==> config.mk <==
export PLATFORM = sky130hd
export DESIGN_NAME = input_number_ctrl
export DESIGN_NICKNAME = d
export VERILOG_FILES = /design/src/rtl/input_number_ctrl.sv
export SDC_FILE = /design/constraint.sdc
export NUM_CORES = 1
export LEC_CHECK = 0
export BUFFER_PORTS_ARGS = -buffer_cell sky130_fd_sc_hd__buf_2
export CAP_MARGIN = 20
export CORE_MARGIN = 2
export CORE_UTILIZATION = 40
export DETAILED_ROUTE_END_ITERATION = 10
export PLACE_DENSITY = 0.72
export RECOVER_POWER = 50
export SKIP_CTS_REPAIR_TIMING = 1
export SLEW_MARGIN = 20
export SYNTH_ARGS = -nofsm -noshare
export SYNTH_HDL_FRONTEND = slang
export SYNTH_SLANG_ARGS = --single-unit
==> constraint.sdc <==
create_clock -name clk -period 3.1 [get_ports clk]
set_input_delay 0.31 -clock clk [delete_from_list [all_inputs] [get_ports clk]]
set_output_delay 0.31 -clock clk [all_outputs]
set_load 0.005 [all_outputs]
==> src/rtl/input_number_ctrl.sv <==
// Control FSM for the serial input-number datapath.
// Sequences start detect, counter init, N_BITS shift cycles and a valid/ack handoff.
module input_number_ctrl #(
    parameter int N_BITS = 8,
    parameter int CNT_W  = 8
) (
    input  logic clk,
    input  logic rst,
    input  logic serin,
    input  logic co,
    input  logic ack,
    input  logic abort,
    output logic iz_cnt,
    output logic cen,
    output logic shen,
    output logic valid,
    output logic busy,
    output logic err
);

    typedef enum logic [1:0] {
        IDLE  = 2'd0,
        LOAD  = 2'd1,
        SHIFT = 2'd2,
        DONE  = 2'd3
    } state_t;

    state_t           state;
    state_t           state_nxt;
    logic [CNT_W-1:0] bit_cnt;
    logic             last;

    assign last = (bit_cnt == CNT_W'(N_BITS - 1));

    always_ff @(posedge clk or negedge rst) begin
        if (!rst) begin
            state <= IDLE;
        end else begin
            state <= state_nxt;
        end
    end

    // co must rise exactly on the final shift; any other pattern is sticky
    always_ff @(posedge clk or negedge rst) begin
        if (!rst) begin
            bit_cnt <= '0;
            err     <= 1'b0;
        end else if (!abort) begin
            case (state)
                LOAD: begin
                    bit_cnt <= '0;
                    err     <= 1'b0;
                end
                SHIFT: begin
                    bit_cnt <= bit_cnt + CNT_W'(1);
                    if (co != last) begin
                        err <= 1'b1;
                    end
                end
                default: ;
            endcase
        end
    end

    always_comb begin
        state_nxt = IDLE;
        if (!abort) begin
            case (state)
                IDLE:    state_nxt = serin ? IDLE : LOAD;
                LOAD:    state_nxt = SHIFT;
                SHIFT:   state_nxt = last ? DONE : SHIFT;
                DONE:    state_nxt = ack ? IDLE : DONE;
                default: state_nxt = IDLE;
            endcase
        end
    end

    always_comb begin
        iz_cnt = 1'b0;
        cen    = 1'b0;
        shen   = 1'b0;
        valid  = 1'b0;
        busy   = 1'b0;
        case (state)
            LOAD: begin
                iz_cnt = 1'b1;
                busy   = 1'b1;
            end
            SHIFT: begin
                shen = 1'b1;
                cen  = 1'b1;
                busy = 1'b1;
            end
            DONE:    valid = 1'b1;
            default: ;
        endcase
    end

endmodule

==> out/qor.csv, run 1 <==
metric,value,unit
result of the run,finished clean,
total power density per cell area,424,mW/mm2
DRT iter0 DRCs,7,
number of optimization iterations in the first detailed-route pass,4,
total number of vias,584,
number of cell rows,15,
final setup fails,0,
number of remaining DRC errors,0,
instance count of the mapped netlist,71,
antenna-violating nets left,0,
fraction of power spent switching nets,30.8,%
count of final max-slew check failures,0,
Clock Power Share,30.8,%
Int Power,231,uW
transition time at the pin with the least slew margin,0.597,ns
Inserted Clock Buffers,3,
area growth from synthesis to layout,12.9,%
number of antenna violations at the first check in global routing,0,
most frequent standard cell in the layout excluding fill and tap cells,sky130_fd_sc_hd__dfrtp_1,
Clock Sink Count,11,
# Max-Cap Violations,0,
Fillers,160,
share of cells above drive strength 1,21.4,%
synth unique cells,31,
final setup skew,0.000775,ns
sequential power share,53.8,%
area occupied by multi-input gates,388,um2
clock-pin transition on the worst setup and hold timing paths,0.07,ns
worst hold path cell count,2,
Lkg Pwr,0.369,nW
path type of the worst setup path,flop to flop,
CTS tree,yes,
worst path required time,3.31,ns
RSZ-0062 raised after global routing,no,
timing-limited maximum frequency,509,MHz
largest net degree at the start of global routing,14,
share of total power in combinational logic,15.4,%
Sequential cell area,275,um2
gr ovfl total,0,
RD Place Congestion,0.810,
Root Driver,sky130_fd_sc_hd__clkbuf_4,
worst-path cell chain,inv_1 -> ha_1 -> or2b_1 -> or4_1 -> nand3_1,
type of the worst min-delay path,primary input to flop,
mean routed wirelength per cell,14.0,um
sw power,103,uW
total wirelength of the detailed-routed design,1.42,mm
share of flip-flops with an asynchronous set or reset,100,%
die outline area,0.00210,mm2
share of synthesized area occupied by flip-flops and latches,39.4,%
average footprint of a synthesized cell,9.83,um2
flip-flop and latch count after synthesis,11,
number of placed I/O pins,12,
area of the core region,0.00169,mm2
worst-path cell with the longest stage delay,sky130_fd_sc_hd__or4_1,
share of the clock period used by the worst path,63.4,%
via count of the first global-routing pass,550,
worst supply voltage drop on vdd,0.000165,V
CP endpoint kind,flop,
CP Launch Type,flop,
post-layout minimum cycle time,1.96,ns
global-route wire length before repair,2.42,mm
Yosys warning total,0,
netlist area before placement,698,um2
number of cell instances on the worst register-to-register path,5,
"commonest cells after routing, fill and taps aside","11 x sky130_fd_sc_hd__dfrtp_1, 9 x sky130_fd_sc_hd__buf_2, 7 x sky130_fd_sc_hd__nand2_1",
top flip-flop cell by instance count after synthesis,sky130_fd_sc_hd__dfrtp_1,
die width,45.8,um
source-to-sink clock delay at the later pin of the worst-skew pair,0.27,ns
PnR Total Power,334,uW
maximum fanout along the worst path,11,
CTS HTree Levels,1,
"Arr. time, crit path",2.18,ns
effective utilization at floorplan,41.3,%
number of flops mapped to enable cells by yosys,0,
endpoints failing hold,0,
number of nets produced by synthesis,82,
Slew Limit Headroom,60.2,%
worst-case clock buffer depth,2,
# diodes,0,
number of nets in the layout,96,
total global routing track utilization,17.0,%
Port-buffer cells,11,
Total Negative Setup Slacks,0,ns
largest incremental delay on the critical path,0.56,ns
vertical extent of the die,45.8,um
post-detail-place hpwl,1.02,mm
vias per cell,5.78,
-- metal layers --
| metal | up-vias | part of all wire (%) | track usage, % |
|---|---|---|---|
| met2 | 12 | 47 | 26.2 |
| met4 | 0 | 2.4 | 10.3 |
| met1 | 280 | 48 | 20.9 |
| met3 | 4 | 3.0 | 4.76 |
| met5 | - | 0 | 0 |
| li1 | 288 | - | - |
-- registers in the layout, indices dropped and copies added, names as in the netlist --
signal and count:
state 2, bit_cnt 8, err 1
-- cells in the mapped netlist, types with 3 or more instances --
cell type                 number  area share, %
sky130_fd_sc_hd__dfrtp_1      11             39
sky130_fd_sc_hd__nand2_1       7            3.8
sky130_fd_sc_hd__nand3_1       6            4.3
sky130_fd_sc_hd__ha_1          5            9.0
sky130_fd_sc_hd__inv_1         4            2.1
sky130_fd_sc_hd__nor2_1        3            1.6
sky130_fd_sc_hd__o21ai_0       3            2.1
-- area by class of cell --
| class | count | share of cell area [%] |
|---|---|---|
| clock buffers | 4 | 3.33 |
| repair buffers | 12 | 7.94 |
| inverters | 4 | 1.90 |
| multi-input cells | 53 | 49.2 |
| flip-flops and latches | 11 | 34.9 |
| well taps | 17 | 2.70 |
-- path summary, 6_finish.rpt --
kind / from / to / slack [ns]
setup / recovery: state[0]$_DFF_PN0_ / bit_cnt[7]$_DFFE_PN0P_ / 1.14
hold / removal: abort / state[1]$_DFF_PN0_ / 0.28
setup reg to reg: state[0]$_DFF_PN0_ / bit_cnt[7]$_DFFE_PN0P_ / 1.14
hold reg to reg: bit_cnt[6]$_DFFE_PN0P_ / bit_cnt[6]$_DFFE_PN0P_ / 0.53
max in group asynchronous: rst / state[1]$_DFF_PN0_ / 2.16
min in group asynchronous: rst / err$_DFFE_PN0P_ / 0.55
-- worst max-delay path: cells and delay by family, from the launching register on --
kind | cells | cell delay (ns)
buffers and inverters | 1 | 0.09
flip-flops | 1 | 0.42
AND/OR/NAND/NOR | 3 | 1.03
adder cells (fa/ha/maj) | 1 | 0.37
-- power groups by stage --
stage               logic, mW  clock network (mW)  registers, mW
floorplan              0.0367                   0          0.177
global placement       0.0497                   0          0.182
detailed placement     0.0510                   0          0.183
CTS                    0.0515               0.105          0.180
global route           0.0608               0.114          0.183
finish                 0.0514               0.103          0.180
-- per-stage QoR --
step           util (%)  std cells  setup WS, ns  hold WS (ns)  cell area (um2)
2_1_floorplan         -         71          1.43        0.0144              698
3_3_place_gp       44.7         96          1.25         0.188              754
3_5_place_dp       44.7         96          1.17         0.194              754
4_1_cts            46.2        100          1.14        -0.107              781
5_1_grt            46.7        101          1.02         0.282              788
6_report           46.7        101          1.14         0.283              788
-- kinds of logic after synthesis --
| logic type | Yosys count | share of synthesized area [%] |
|---|---|---|
| DFF | 11 | 39.4 |
| buffers and inverters | 7 | 5.02 |
| muxes | 2 | 3.05 |
| and+or+nand+nor | 31 | 28.1 |
| AOI/OAI and AO/OA | 15 | 15.4 |
| adders and majority gates | 5 | 8.96 |
Power figures use the tool's default switching activity.
==> run 2: changes to the inputs <==
Clock period 3.1 ns to 1.9 ns, I/O delays scaled along.
==> run 2 against run 1 <==
  * Sequential power is 62% higher
  * First-iteration DRC count up 43%
  * Flip-flop and latch count did not move
  * Power grew 64%
  * Clock skew up 0.0032 ns
  * Utilization grew 1.9 points
  * Routed wire length is 4.7% higher
  * Via count grew 5.5%
  * Critical endpoint unchanged
  * Largest cell class unchanged
  * Largest power group unchanged
==> out/qor.csv, run 2 (synthesis gave the netlist of run 1 again) <==
metric,value,unit,change
result of the run,finished clean,,
final design utilization,48.5,%,+1.9 points
worst supply voltage drop on vdd,0.000307,V,+86%
PnR Total Power,549,uW,+64%
worst path required time,2.11,ns,-1.20 ns
Port-buffer cells,11,,unchanged
"flip-flop count of the largest register, all copies and words added",8,,unchanged
number of nets in the layout,100,,+4.2%
CTS HTree Levels,1,,unchanged
worst-path cell with the longest stage delay,sky130_fd_sc_hd__or4_1,,
total wirelength of the detailed-routed design,1.48,mm,+4.7%
Slew Limit Headroom,57.7,%,-2.5 points
CTS tree,yes,,
RSZ-0062 raised after global routing,no,,
worst-case clock buffer depth,2,,unchanged
CP endpoint kind,flop,,
Root Driver,sky130_fd_sc_hd__clkbuf_4,,
number of buffer and inverter stages on the critical path,1,,unchanged
share of the clock period used by the worst path,94.5,%,+31 points
post-route worst setup slack,0.105,ns,-1.03 ns
largest incremental delay on the critical path,0.51,ns,-0.05 ns
antenna-violating nets left,0,,unchanged
source-to-sink clock delay at the later pin of the worst-skew pair,0.27,ns,about the same
Lkg Pwr,0.392,nW,+6.2%
largest net degree at the start of global routing,12,,-2
number of optimization iterations in the first detailed-route pass,4,,unchanged
vertical extent of the die,45.8,um,unchanged
RD Place Congestion,0.774,,-4.4%
endpoints failing hold,0,,unchanged
mean routed wirelength per cell,14.1,um,+0.68%
"CP delay by family, top",simple AND/OR/NAND/NOR gates,,
flop2flop setup slack,0.10,ns,-1.03 ns
Inserted Clock Buffers,3,,unchanged
final setup skew,0.00397,ns,+0.00319 ns
CP Launch Type,flop,,
share of cells above drive strength 1,26.1,%,+4.7 points
# diodes,0,,unchanged
post-layout minimum cycle time,1.80,ns,-0.170 ns
die outline area,0.00210,mm2,unchanged
most frequent standard cell in the layout excluding fill and tap cells,sky130_fd_sc_hd__dfrtp_1,,
transition time at the pin with the least slew margin,0.635,ns,+0.0376 ns
total power density per cell area,670,mW/mm2,+58%
registers with the most flip-flops,"bit_cnt x8, state x2, err x1",,
DRT iter0 DRCs,10,,+3
post-detail-place hpwl,1.09,mm,+7.1%
number of antenna violations at the first check in global routing,0,,unchanged
effective utilization at floorplan,41.3,%,unchanged
number of cell rows,15,,unchanged
die width,45.8,um,unchanged
timing-limited maximum frequency,557,MHz,+9.4%
global-route wire length before repair,2.54,mm,+5.1%
Total Negative Setup Slacks,0,ns,unchanged
"Arr. time, crit path",2.01,ns,-0.17 ns
type of the worst min-delay path,primary input to flop,,
Hold WS,0.159,ns,-0.124 ns
worst-path cell chain,inv_1 -> ha_1 -> or2b_1 -> or4_1 -> nand3_1,,
area of the core region,0.00169,mm2,unchanged
vias per cell,5.87,,+1.5%
Fillers,163,,+1.9%
worst slack at placement,0.135,ns,-1.03 ns
count of final max-slew check failures,0,,unchanged
gr ovfl total,0,,unchanged
top register by number of flip-flops,bit_cnt,,
Clock Sink Count,11,,unchanged
clock-pin transition on the worst setup and hold timing paths,0.07,ns,about the same
# Max-Cap Violations,0,,unchanged
total number of vias,616,,+5.5%
final setup fails,0,,unchanged
"commonest cells after routing, fill and taps aside","11 x sky130_fd_sc_hd__dfrtp_1, 10 x sky130_fd_sc_hd__buf_2, 7 x sky130_fd_sc_hd__nand2_1",,
path type of the worst setup path,flop to flop,,
maximum fanout along the worst path,6,,-5
area growth from synthesis to layout,17.4,%,
total global routing track utilization,17.5,%,+0.45 points
number of remaining DRC errors,0,,unchanged
via count of the first global-routing pass,581,,+5.6%
number of placed I/O pins,12,,unchanged
[run 2: cell types whose count changed in the layout (fill, tap and decap cells not counted)]
cell,change
sky130_fd_sc_hd__buf_4,+4
sky130_fd_sc_hd__buf_2,+1
sky130_fd_sc_hd__clkbuf_1,-1
[run 2: cell type report]
cell class              instances  area [um2]  share of cell area (%)
multi-input cells              53         388                    47.3
well taps                      17        21.3                    2.60
flip-flops and latches         11         275                    33.6
inverters                       4        15.0                    1.83
repair buffers                 16        93.8                    11.5
clock buffers                   4        26.3                    3.21
[run 2: final timing paths]
path                                   startpoint                endpoint  cells after the start
max                            state[1]$_DFF_PN0_  bit_cnt[7]$_DFFE_PN0P_                      5
min                                         abort      state[1]$_DFF_PN0_                      2
max reg2reg                    state[1]$_DFF_PN0_  bit_cnt[7]$_DFFE_PN0P_                      5
min reg2reg                bit_cnt[7]$_DFFE_PN0P_  bit_cnt[7]$_DFFE_PN0P_                      2
max in group asynchronous                     rst  bit_cnt[1]$_DFFE_PN0P_                      2
min in group asynchronous                     rst         err$_DFFE_PN0P_                      2
[run 2: metal layers]
| metal | vias to the layer above | part of all wire, % | GRT usage, % | wire length [um] |
|---|---|---|---|---|
| met1 | 299 | 47 | 20.3 | 696 |
| met4 | 0 | 2.4 | 8.57 | 36 |
| met5 | - | 0 | 0 | 0 |
| met2 | 16 | 47 | 28.5 | 690 |
| met3 | 5 | 3.9 | 5.95 | 58 |
| li1 | 296 | - | - | - |
[run 2: stage by stage]
stage,instances,area (um2)
floorplan,71,698
global placement,100,785
detailed placement,100,785
CTS,104,811
global route,105,820
finish,105,820
[run 2: power breakdown]
part           switching (mW)  internal, mW  leakage, nW
sequential             0.0326         0.259        0.149
clock                  0.0825        0.0815       0.0150
combinational          0.0492        0.0435        0.228
total                   0.164         0.384        0.392
